$ cat config.mk
export PLATFORM = sky130hd
export DESIGN_NAME = conv_loop_controller
export DESIGN_NICKNAME = d
export VERILOG_FILES = /design/src/rtl/conv_loop_controller.sv
export SDC_FILE = /design/constraint.sdc
export NUM_CORES = 1
export LEC_CHECK = 0
export ABC_AREA = 1
export BUFFER_PORTS_ARGS = -buffer_cell sky130_fd_sc_hd__buf_2
export CAP_MARGIN = 10
export CORE_MARGIN = 1.5
export CORE_UTILIZATION = 55
export DETAILED_ROUTE_END_ITERATION = 8
export GPL_ROUTABILITY_DRIVEN = 0
export PLACE_DENSITY_LB_ADDON = 0.12
export SKIP_LAST_GASP = 1
export SYNTH_ARGS = -nofsm -noshare
export SYNTH_HDL_FRONTEND = slang
export SYNTH_SLANG_ARGS = --single-unit
$ cat constraint.sdc
create_clock -name clk -period 2.1 [get_ports clk]
set_input_delay 0.315 -clock clk [delete_from_list [all_inputs] [get_ports clk]]
set_output_delay 0.315 -clock clk [all_outputs]
set_load 0.01 [all_outputs]
$ cat src/rtl/conv_loop_controller.sv
// Loop-nest sequencer for the convolution PE: walks y, x, co, ky, kx, ci and
// hands the PE one joint activation/weight transfer per MAC step.
module conv_loop_controller #(
    parameter int FEATURE_MAP_WIDTH  = 64,
    parameter int FEATURE_MAP_HEIGHT = 64,
    parameter int INPUT_NB_CHANNELS  = 4,
    parameter int OUTPUT_NB_CHANNELS = 32,
    parameter int KERNEL_SIZE        = 3
) (
    input  logic                                  clk,
    input  logic                                  arst_n_in,
    input  logic                                  start,
    output logic                                  running,
    input  logic                                  a_valid,
    input  logic                                  b_valid,
    output logic                                  a_ready,
    output logic                                  b_ready,
    output logic                                  mac_en,
    output logic                                  acc_clear,
    output logic                                  output_valid,
    output logic [$clog2(FEATURE_MAP_WIDTH)-1:0]  output_x,
    output logic [$clog2(FEATURE_MAP_HEIGHT)-1:0] output_y,
    output logic [$clog2(OUTPUT_NB_CHANNELS)-1:0] output_ch,
    output logic                                  done
);

    localparam int X_W  = $clog2(FEATURE_MAP_WIDTH);
    localparam int Y_W  = $clog2(FEATURE_MAP_HEIGHT);
    localparam int CO_W = $clog2(OUTPUT_NB_CHANNELS);
    // Single-entry loops still need a 1-bit counter that simply stays at 0.
    localparam int CI_W = (INPUT_NB_CHANNELS > 1) ? $clog2(INPUT_NB_CHANNELS) : 1;
    localparam int K_W  = (KERNEL_SIZE > 1) ? $clog2(KERNEL_SIZE) : 1;

    localparam logic [X_W-1:0]  X_LAST  = X_W'(FEATURE_MAP_WIDTH - 1);
    localparam logic [Y_W-1:0]  Y_LAST  = Y_W'(FEATURE_MAP_HEIGHT - 1);
    localparam logic [CO_W-1:0] CO_LAST = CO_W'(OUTPUT_NB_CHANNELS - 1);
    localparam logic [CI_W-1:0] CI_LAST = CI_W'(INPUT_NB_CHANNELS - 1);
    localparam logic [K_W-1:0]  K_LAST  = K_W'(KERNEL_SIZE - 1);

    typedef enum logic [1:0] {ST_IDLE, ST_FETCH, ST_DRAIN, ST_FIN} state_t;

    state_t state, state_nxt;

    logic [CI_W-1:0] ci_cnt;
    logic [K_W-1:0]  kx_cnt;
    logic [K_W-1:0]  ky_cnt;
    logic [CO_W-1:0] co_cnt;
    logic [X_W-1:0]  x_cnt;
    logic [Y_W-1:0]  y_cnt;

    logic fire;
    logic first_term;
    logic last_term;
    logic last_out;

    logic            pend_vld_p0;
    logic            final_p0;
    logic [X_W-1:0]  pend_x_p0;
    logic [Y_W-1:0]  pend_y_p0;
    logic [CO_W-1:0] pend_ch_p0;

    assign fire       = (state == ST_FETCH) && a_valid && b_valid;
    assign first_term = (ci_cnt == '0) && (kx_cnt == '0) && (ky_cnt == '0);
    assign last_term  = (ci_cnt == CI_LAST) && (kx_cnt == K_LAST) && (ky_cnt == K_LAST);
    assign last_out   = (co_cnt == CO_LAST) && (x_cnt == X_LAST) && (y_cnt == Y_LAST);

    always_ff @(posedge clk or negedge arst_n_in) begin
        if (!arst_n_in) state <= ST_IDLE;
        else            state <= state_nxt;
    end

    always_comb begin
        state_nxt = state;
        running   = 1'b0;
        a_ready   = 1'b0;
        b_ready   = 1'b0;
        case (state)
            ST_IDLE: begin
                if (start) state_nxt = ST_FETCH;
            end
            ST_FETCH: begin
                running = 1'b1;
                a_ready = 1'b1;
                b_ready = 1'b1;
                if (fire && last_term) state_nxt = ST_DRAIN;
            end
            ST_DRAIN: begin
                running   = 1'b1;
                state_nxt = final_p0 ? ST_FIN : ST_FETCH;
            end
            ST_FIN: begin
                running   = 1'b1;
                state_nxt = ST_IDLE;
            end
            default: state_nxt = ST_IDLE;
        endcase
    end

    // Loop nest, innermost ci; each counter carries into the next on wrap.
    always_ff @(posedge clk or negedge arst_n_in) begin
        if (!arst_n_in) begin
            ci_cnt <= '0;
            kx_cnt <= '0;
            ky_cnt <= '0;
            co_cnt <= '0;
            x_cnt  <= '0;
            y_cnt  <= '0;
        end else if (fire) begin
            if (ci_cnt == CI_LAST) begin
                ci_cnt <= '0;
                if (kx_cnt == K_LAST) begin
                    kx_cnt <= '0;
                    if (ky_cnt == K_LAST) begin
                        ky_cnt <= '0;
                        if (co_cnt == CO_LAST) begin
                            co_cnt <= '0;
                            if (x_cnt == X_LAST) begin
                                x_cnt <= '0;
                                if (y_cnt == Y_LAST) y_cnt <= '0;
                                else                 y_cnt <= y_cnt + 1'b1;
                            end else begin
                                x_cnt <= x_cnt + 1'b1;
                            end
                        end else begin
                            co_cnt <= co_cnt + 1'b1;
                        end
                    end else begin
                        ky_cnt <= ky_cnt + 1'b1;
                    end
                end else begin
                    kx_cnt <= kx_cnt + 1'b1;
                end
            end else begin
                ci_cnt <= ci_cnt + 1'b1;
            end
        end
    end

    // Stage p0: MAC strobes for the PE, plus the finished output's coordinates.
    always_ff @(posedge clk or negedge arst_n_in) begin
        if (!arst_n_in) begin
            mac_en      <= 1'b0;
            acc_clear   <= 1'b0;
            pend_vld_p0 <= 1'b0;
            final_p0    <= 1'b0;
        end else begin
            mac_en      <= fire;
            acc_clear   <= fire && first_term;
            pend_vld_p0 <= fire && last_term;
            final_p0    <= fire && last_term && last_out;
        end
    end

    always_ff @(posedge clk) begin
        if (fire && last_term) begin
            pend_x_p0  <= x_cnt;
            pend_y_p0  <= y_cnt;
            pend_ch_p0 <= co_cnt;
        end
    end

    // Stage p1: accumulator now holds the last term; coordinates hold between strobes.
    always_ff @(posedge clk or negedge arst_n_in) begin
        if (!arst_n_in) begin
            output_valid <= 1'b0;
            output_x     <= '0;
            output_y     <= '0;
            output_ch    <= '0;
            done         <= 1'b0;
        end else begin
            output_valid <= pend_vld_p0;
            if (pend_vld_p0) begin
                output_x  <= pend_x_p0;
                output_y  <= pend_y_p0;
                output_ch <= pend_ch_p0;
            end
            done <= (state == ST_FIN);
        end
    end

endmodule

## Word-level counts from Yosys, hierarchy flattened

Index checks and enable logic that the tools add are counted.

| word-level totals | value |
|---|---|
| word-level logic and storage cells | 70 |
| flip-flop bits (word level) | 65 |
| input bits | 5 |
| output and inout bits | 24 |

| cells by class | value |
|---|---|
| multiplexer cells | 12 |
| add/sub/neg operators | 6 |
| reduce and logical (&&, ||, !) cells | 22 |
| eq/ne operators | 11 |

Operator list:

| operator | number |
|---|---|
| adder 6 x 1 -> 6 bit, second input constant | 2 |
| == test 6 bit, second input constant | 2 |
| 2-to-1 mux 2 bit | 6 |
| 2-to-1 mux 6 bit | 2 |
| logical AND 1 bit | 11 |
| == test 2 bit, second input constant | 5 |
| zero test 2 bit | 4 |
| case mux 2 bit (4 select lines) | 1 |
| adder 2 x 1 -> 2 bit, second input constant | 3 |
| AND reduction 6 bit | 1 |
| adder 5 x 1 -> 5 bit, second input constant | 1 |
| == test 5 bit, second input constant | 1 |
| 2-to-1 mux 5 bit | 1 |
| AND reduction 5 bit | 1 |
| AND reduction 2 bit | 2 |
| AND reduction 4 bit | 1 |
| AND reduction 3 bit | 1 |
| OR reduction 3 bit | 1 |
| == test 2 x 1 -> 1 bit, second input constant | 1 |
| 2-to-1 mux 1 bit | 2 |
| != test 2 x 1 -> 1 bit, second input constant | 1 |
| != test 2 bit, second input constant | 1 |

## Logic depth before layout (Yosys ltp)

Gate-level depths: netlist of the first run.

| depth | value |
|---|---|
| word-level depth | 6 |
| gate-level depth with buffers | 10 |
| depth with buffers taken out | 10 |

## Worst setup path after synthesis of the first run

No wires, ideal clock.

| timing path | value |
|---|---|
| path kind | reg-to-reg |
| start point | register co_cnt[0] |
| end point | register x_cnt[4] |
| arrival | 1.380 ns |
| buffers on the path | 0 |
| stages on the path, launching flop included | 10 |
| path slack | 0.596 ns |
| setup time | 0.124 ns |
| clock period less this slack | 1.504 ns |
| required time | 1.976 ns |
| path through | dfrtp_1 ha_1 nand2_1 nor2_1 ha_1 nand2_1 inv_1 nand4_4 nand2_1 o21ai_1 |

| on the way | value |
|---|---|
| cells in the longest elaborated chain, start to end | 2 |

RTL lines:

| what | line | RTL |
|---|---|---|
| start, declared | 47 | `logic [CO_W-1:0] co_cnt;` |
| start signal, assigned | 125 | `co_cnt <= co_cnt + 1'b1;` |
| == test 5 bit | 115 | `if (co_cnt == CO_LAST) begin` |
| AND reduction 5 bit (no line) | -- |  |
| end signal, assigned | 122 | `x_cnt <= x_cnt + 1'b1;` |
| end, declared | 48 | `logic [X_W-1:0] x_cnt;` |

Every way passes these cells.
A chain may end at the register's enable or synchronous reset.

## Worst setup path after layout of the first run

| timing path | value |
|---|---|
| start point | register co_cnt[0] |
| end point | register x_cnt[0] |

Same word-level chain as after synthesis.

==> reports/metrics.csv, run 1 <==
metric;value;unit
status;complete, no violations;
synth.distinct_cells;30;
p_total;2.99;mW
maxCapViolCount;0;
drv_slew;0;
worstMarginPinSlew;0.557;ns
cts_buffers;9;
cp.required;2.32;ns
relSlewSlack;0.629;
pin_count;29;
core;4850;sq um
p_switching;786;uW
finalHoldViolations;0;
gr-usage-all-layers;0.184;
p_int;2.21;mW
drc;0;
diodes;0;
synthTopCellsByCount;nand2_1, dfrtp_1, inv_1, edfxtp_1, mux2_2;
yosys_warnings;0;
crit_type;reg -> reg;
syn_area_per_cell;11.1;sq um
wl_per_cell;12.1;microns
grt_busiest_layer;met2;
nFillCells;379;
synth-main-ff-cell;dfrtp_1;
clkLatencyLatePin;0.33;ns
wl;4420;microns
p_clk_frac;0.387;
final_nets;304;
yosys.area.top_type_share;0.425;
dpl.hpwl;3000;microns
crit_arrival;1.88;ns
critPathMaxFanout;10;
grt_pass1_wl;7390;microns
p_leak;1.73;nW
grt-ovfl-total;0;
finClkSkew;0.00376;ns
start_kind;register;
rsz0062_at_grt;no;
setup_viol;0;
grt_pass1_vias;1638;
initial_core_util;0.582;
hp-class;in -> reg;
p_per_area;910;nW/um^2
grtUsageMet1;0.240;
synth_largest_area_cell;dfrtp_1;
ys_seq_elements;65;
synthTopCellsByArea;dfrtp_1, edfxtp_1, nand2_1;
io_buffer_count;28;
die_area;5570;sq um
drt_iter0_drc;143;
root_buffer;clkbuf_8;
grt_max_degree;27;
cpMostUsedCell;nand2_1;
period_minus_slack;1.66;ns
setup_tns;0;ns
seqPwrFrac;0.485;
layout-drive-gt1-share;0.268;
area_delta_synth_final;16.4;%
die_w;74.7;microns
h-tree-depth;3;
path_cells;ha_1 > nand2_1 > nor2_1 > ha_1 > nand2_1 > inv_1 > nand4_4 > nand2_1 > o21ai_1;
gr-usage-met2;0.279;
cts_tree;done;
vias;1806;
holdWs;0.213;ns
ys_seq_area_frac;0.606;
rows;25;
synth_fp_nets;265;
cts_post_setup_buffers_inserted;0;
cts.path.max_buffers;2;
synth_async_sr_flop_share;0.738;
antenna_found_initial;0;
ir_drop;0.683;mV
sw_frac_of_total;0.263;
layout_worst_path_cycle_share;0.788;
cp_slowest_stage_delay;0.41;ns
ant_nets;0;
clk_pin_slew_worst_paths;0.07;ns
synth_edf_count;17;
clkSinkCount;65;
met3_usage;0.0562;
syn_area;2820;sq um
cpMaxStageDelayCell;dfrtp_1;
synth.most_common_cell;nand2_1;
vias_per_cell;4.95;
drt-pass1-iter-count;4;
combPwrFrac;0.128;
die_height;74.7;microns
timing.fmax;604;MHz
endpoint_kind;register;
syn-instance-count;254;
==> timing repair <==
action                     4_1_cts  5_1_grt
hold buffers                     1        0
resized for setup                0        0
hold endpoints to repair        22        0
setup endpoints to repair        0        0
==> power by group through the flow <==
| stage | Combinational (mW) | Clock (mW) | Sequential (mW) |
|---|---|---|---|
| global route | 0.435 | 1.23 | 1.46 |
| CTS | 0.388 | 1.19 | 1.45 |
| detailed placement | 0.385 | 0 | 1.48 |
| finish | 0.383 | 1.16 | 1.45 |
| global placement | 0.379 | 0 | 1.47 |
| floorplan | 0.267 | 0 | 1.48 |
==> registers in the layout, indices dropped and copies added (netlist names) <==
signal / count
pend_y_p0: 6
ci_cnt: 2
y_cnt: 6
output_valid: 1
co_cnt: 5
x_cnt: 6
output_y: 6
done: 1
pend_vld_p0: 1
output_ch: 5
mac_en: 1
acc_clear: 1
pend_x_p0: 6
state: 2
ky_cnt: 2
final_p0: 1
kx_cnt: 2
output_x: 6
pend_ch_p0: 5
==> worst paths after layout <==
path,cells past startpoint,startpoint,slack [ns],endpoint
hold / removal,3,start,0.21,state[0]
min in group asynchronous,2,arst_n_in,0.50,output_ch[2]
setup / recovery,9,co_cnt[0],0.44,x_cnt[0]
max in group asynchronous,3,arst_n_in,1.07,ky_cnt[0]
hold reg to reg,1,pend_y_p0[2],0.48,output_y[2]
setup reg to reg,9,co_cnt[0],0.44,x_cnt[0]
==> routing by layer <==
| layer | wire length [microns] | share of wire |
|---|---|---|
| met1 | 2130 | 0.48 |
| met2 | 2040 | 0.46 |
| met3 | 148 | 0.033 |
| met4 | 97 | 0.022 |
| met5 | 0 | 0 |
==> cell families (layout without fill, tap and decap cells) <==
group	Yosys count	after routing	synth area share
simple gates	119	119	0.222
flops	65	65	0.606
buf+inv	29	73	0.0408
mux	17	17	0.0678
compound gates	16	16	0.0310
fa+ha+maj	6	6	0.0266
xor+xnor	2	2	0.00620
==> metrics by stage <==
stage / area (sq um) / utilization / worst slack, ns / cells
2_1_floorplan: 2820 / - / 0.596 / 254
3_3_place_gp: 3060 / 0.631 / 0.488 / 348
3_5_place_dp: 3060 / 0.631 / 0.437 / 348
4_1_cts: 3290 / 0.678 / 0.424 / 365
5_1_grt: 3290 / 0.678 / 0.232 / 365
6_report: 3290 / 0.678 / 0.444 / 365
==> cell usage in the layout (no fill, tap or decap), drive strengths merged, types with 2 or more instances in the layout <==
cell type and count:
dfrtp 48, nor3 2, mux2 17, nand3 17
buf 30, a21oi 2, ha 6, xor2 2
o21bai 2, nor2 22, edfxtp 17, bufinv 2
nand4 4, nand2 72, clkbuf 10, o21ai 11
inv 26, clkinv 3
==> area by class of cell <==
type | count | area, sq um | share of cell area
Inverter | 26 | 97.6 | 0.0297
Clock inverter | 6 | 81.3 | 0.0247
Multi-Input combinational cell | 160 | 997 | 0.303
Sequential cell | 65 | 1710 | 0.521
Tap cell | 67 | 83.8 | 0.0255
Timing Repair Buffer | 31 | 178 | 0.0541
Clock buffer | 10 | 138 | 0.0419
==> worst max-delay path: cells and delay by family (launching register included) <==
family,cells,cell delay (ns)
compound gates,1,0.06
fa+ha+maj,2,0.47
simple gates,5,0.50
buf+inv,1,0.10
flops,1,0.41
No activity file was read; power rests on OpenSTA's default activity.
==> run 2, diff against run 1 <==
==> constraint.sdc (replaced) <==
create_clock -name clk -period 1.68 [get_ports clk]
set_input_delay 0.252 -clock clk [delete_from_list [all_inputs] [get_ports clk]]
set_output_delay 0.252 -clock clk [all_outputs]
set_load 0.01 [all_outputs]
==> run 2 against run 1 <==
- clock skew increased by 0.0041 ns
- sequential cell count unchanged
- utilization increased by 2.2 points
- count of clock-buffer cells in the layout increased by 1
- die area unchanged
- critical path depth decreased by 1
- maximum frequency increased by 4.7%
- total power increased by 31%
- sequential share of layout area decreased by 1.6 points
- routed wire length increased by 5.6%
- cell count increased by 2.2%
- clock power increased by 39%
==> reports/metrics.csv, run 2 (synthesis results as in run 1) <==
metric;value;unit
timing.fmax;632;MHz
cp_slowest_stage_delay;0.38;ns
drc;0;
crit_type;reg -> reg;
nFillCells;325;
period_minus_slack;1.58;ns
grt_pass1_vias;1793;
sw_frac_of_total;0.257;
status;complete, no violations;
die_height;74.7;microns
area_delta_synth_final;20.1;%
layout-drive-gt1-share;0.291;
layout_worst_path_cycle_share;0.941;
die_area;5570;sq um
seqPwrFrac;0.462;
maxCapViolCount;0;
cts_buffers;9;
crit_arrival;1.84;ns
pin_count;29;
worstMarginPinSlew;0.385;ns
core;4850;sq um
dpl.hpwl;3160;microns
clkSinkCount;65;
p_leak;1.78;nW
critPathMaxFanout;5;
clkLatencyLatePin;0.34;ns
grt_max_degree;34;
hp-class;in -> reg;
relSlewSlack;0.743;
final_common_cell;nand2_1;
io_buffer_count;28;
start_kind;register;
cp.required;1.94;ns
cpMostUsedCell;nand2_1;
combPwrFrac;0.129;
grt-ovfl-total;0;
final_cells;373;
ir_drop;1.03;mV
grt_pass1_wl;7710;microns
wl_per_cell;12.5;microns
clk_pin_slew_worst_paths;0.07;ns
final_nets;312;
finalHoldViolations;0;
cpMaxStageDelayCell;dfrtp_1;
gr-usage-all-layers;0.191;
cts_tree;done;
p_int;2.92;mW
dpl-instance-area;3100;sq um
initial_core_util;0.582;
placed_cells;352;
path_cells;ha_1 > nand2_1 > nor2_1 > ha_2 > nand2_1 > inv_2 > nand4_2 > o21ai_1;
multi_input_area;1010;sq um
cts.path.max_buffers;2;
h-tree-depth;3;
drt_iter0_drc;112;
rows;25;
stdcell_area;3390;sq um
diodes;0;
drv_slew;0;
die_w;74.7;microns
drt-pass1-iter-count;4;
p_per_area;1160;nW/um^2
root_buffer;clkbuf_8;
p_switching;1.01;mW
vias;1861;
vias_per_cell;4.99;
p_total;3.93;mW
antenna_found_initial;0;
p_clk_frac;0.410;
endpoint_kind;register;
rrSetupSlack;0.1;ns
finClkSkew;0.00782;ns
layout_common_cells;nand2_1, dfrtp_1, buf_2;
wl;4670;microns
setup_viol;0;
ant_nets;0;
final-seq-area;1710;sq um
-- run 2: changes by cell type in the layout (fill, tap and decap cells not counted), sizes merged --
cell / delta
buf: +7
bufinv: +1
clkbuf: +1
clkinv: -1
clkinvlp: -1
nand4: +1
-- run 2: metrics by stage --
| step | util | TNS (ns) | setup WS, ns | hold slack (ns) |
|---|---|---|---|---|
| 5_1_grt | 0.700 | -0.0760 | -0.0192 | 0.165 |
| 3_5_place_dp | 0.639 | 0 | 0.0261 | 0.189 |
| 2_1_floorplan | - | 0 | 0.176 | -0.0436 |
| 6_report | 0.700 | 0 | 0.0987 | 0.148 |
| 3_3_place_gp | 0.639 | 0 | 0.0937 | 0.190 |
| 4_1_cts | 0.692 | 0 | 0.0510 | 0.134 |
-- run 2: power by group through the flow --
stage	Combinational [mW]	Sequential, mW	Clock [mW]
2_1_floorplan	0.333	1.85	0
3_3_place_gp	0.488	1.84	0
3_5_place_dp	0.491	1.84	0
4_1_cts	0.498	1.81	1.64
5_1_grt	0.567	1.83	1.71
6_report	0.505	1.82	1.61
-- run 2: worst paths after layout --
path / start / cells past startpoint / end
worst max register to register: co_cnt[1] / 8 / x_cnt[4]
worst min-delay path: start / 3 / state[0]
worst max-delay path: co_cnt[1] / 8 / x_cnt[4]
min in group asynchronous: arst_n_in / 2 / output_valid
worst min register to register: pend_ch_p0[1] / 1 / output_ch[1]
max in group asynchronous: arst_n_in / 3 / state[0]
-- run 2: per-layer routing --
metal / vias up / global-route usage / routed length [microns]
met4: 0 / 0.105 / 78
li1: 933 / - / -
met3: 10 / 0.0602 / 157
met5: - / 0 / 0
met2: 34 / 0.308 / 2290
met1: 884 / 0.231 / 2150
-- run 2: repair_timing --
action	CTS	global route
gates cloned	0	1
hold endpoints to repair	15	0
hold buffers	1	0
gates resized for setup	1	1
buffers inserted	0	3
endpoints found under the setup margin	1	8
pin swaps	0	1
-- run 2: layout make-up --
cell class,count,area share
Sequential cell,65,0.505
Multi-Input combinational cell,161,0.298
Timing Repair Buffer,38,0.0716
Clock buffer,11,0.0417
Clock inverter,5,0.0302
Inverter,26,0.0288
Tap cell,67,0.0247
-- run 2: critical path, delay by kind of cell (launching register included) --
| family | cells | cell delay [ns] |
|---|---|---|
| buf+inv | 1 | 0.09 |
| fa+ha+maj | 2 | 0.42 |
| flops | 1 | 0.38 |
| simple gates | 4 | 0.42 |
| compound gates | 1 | 0.18 |
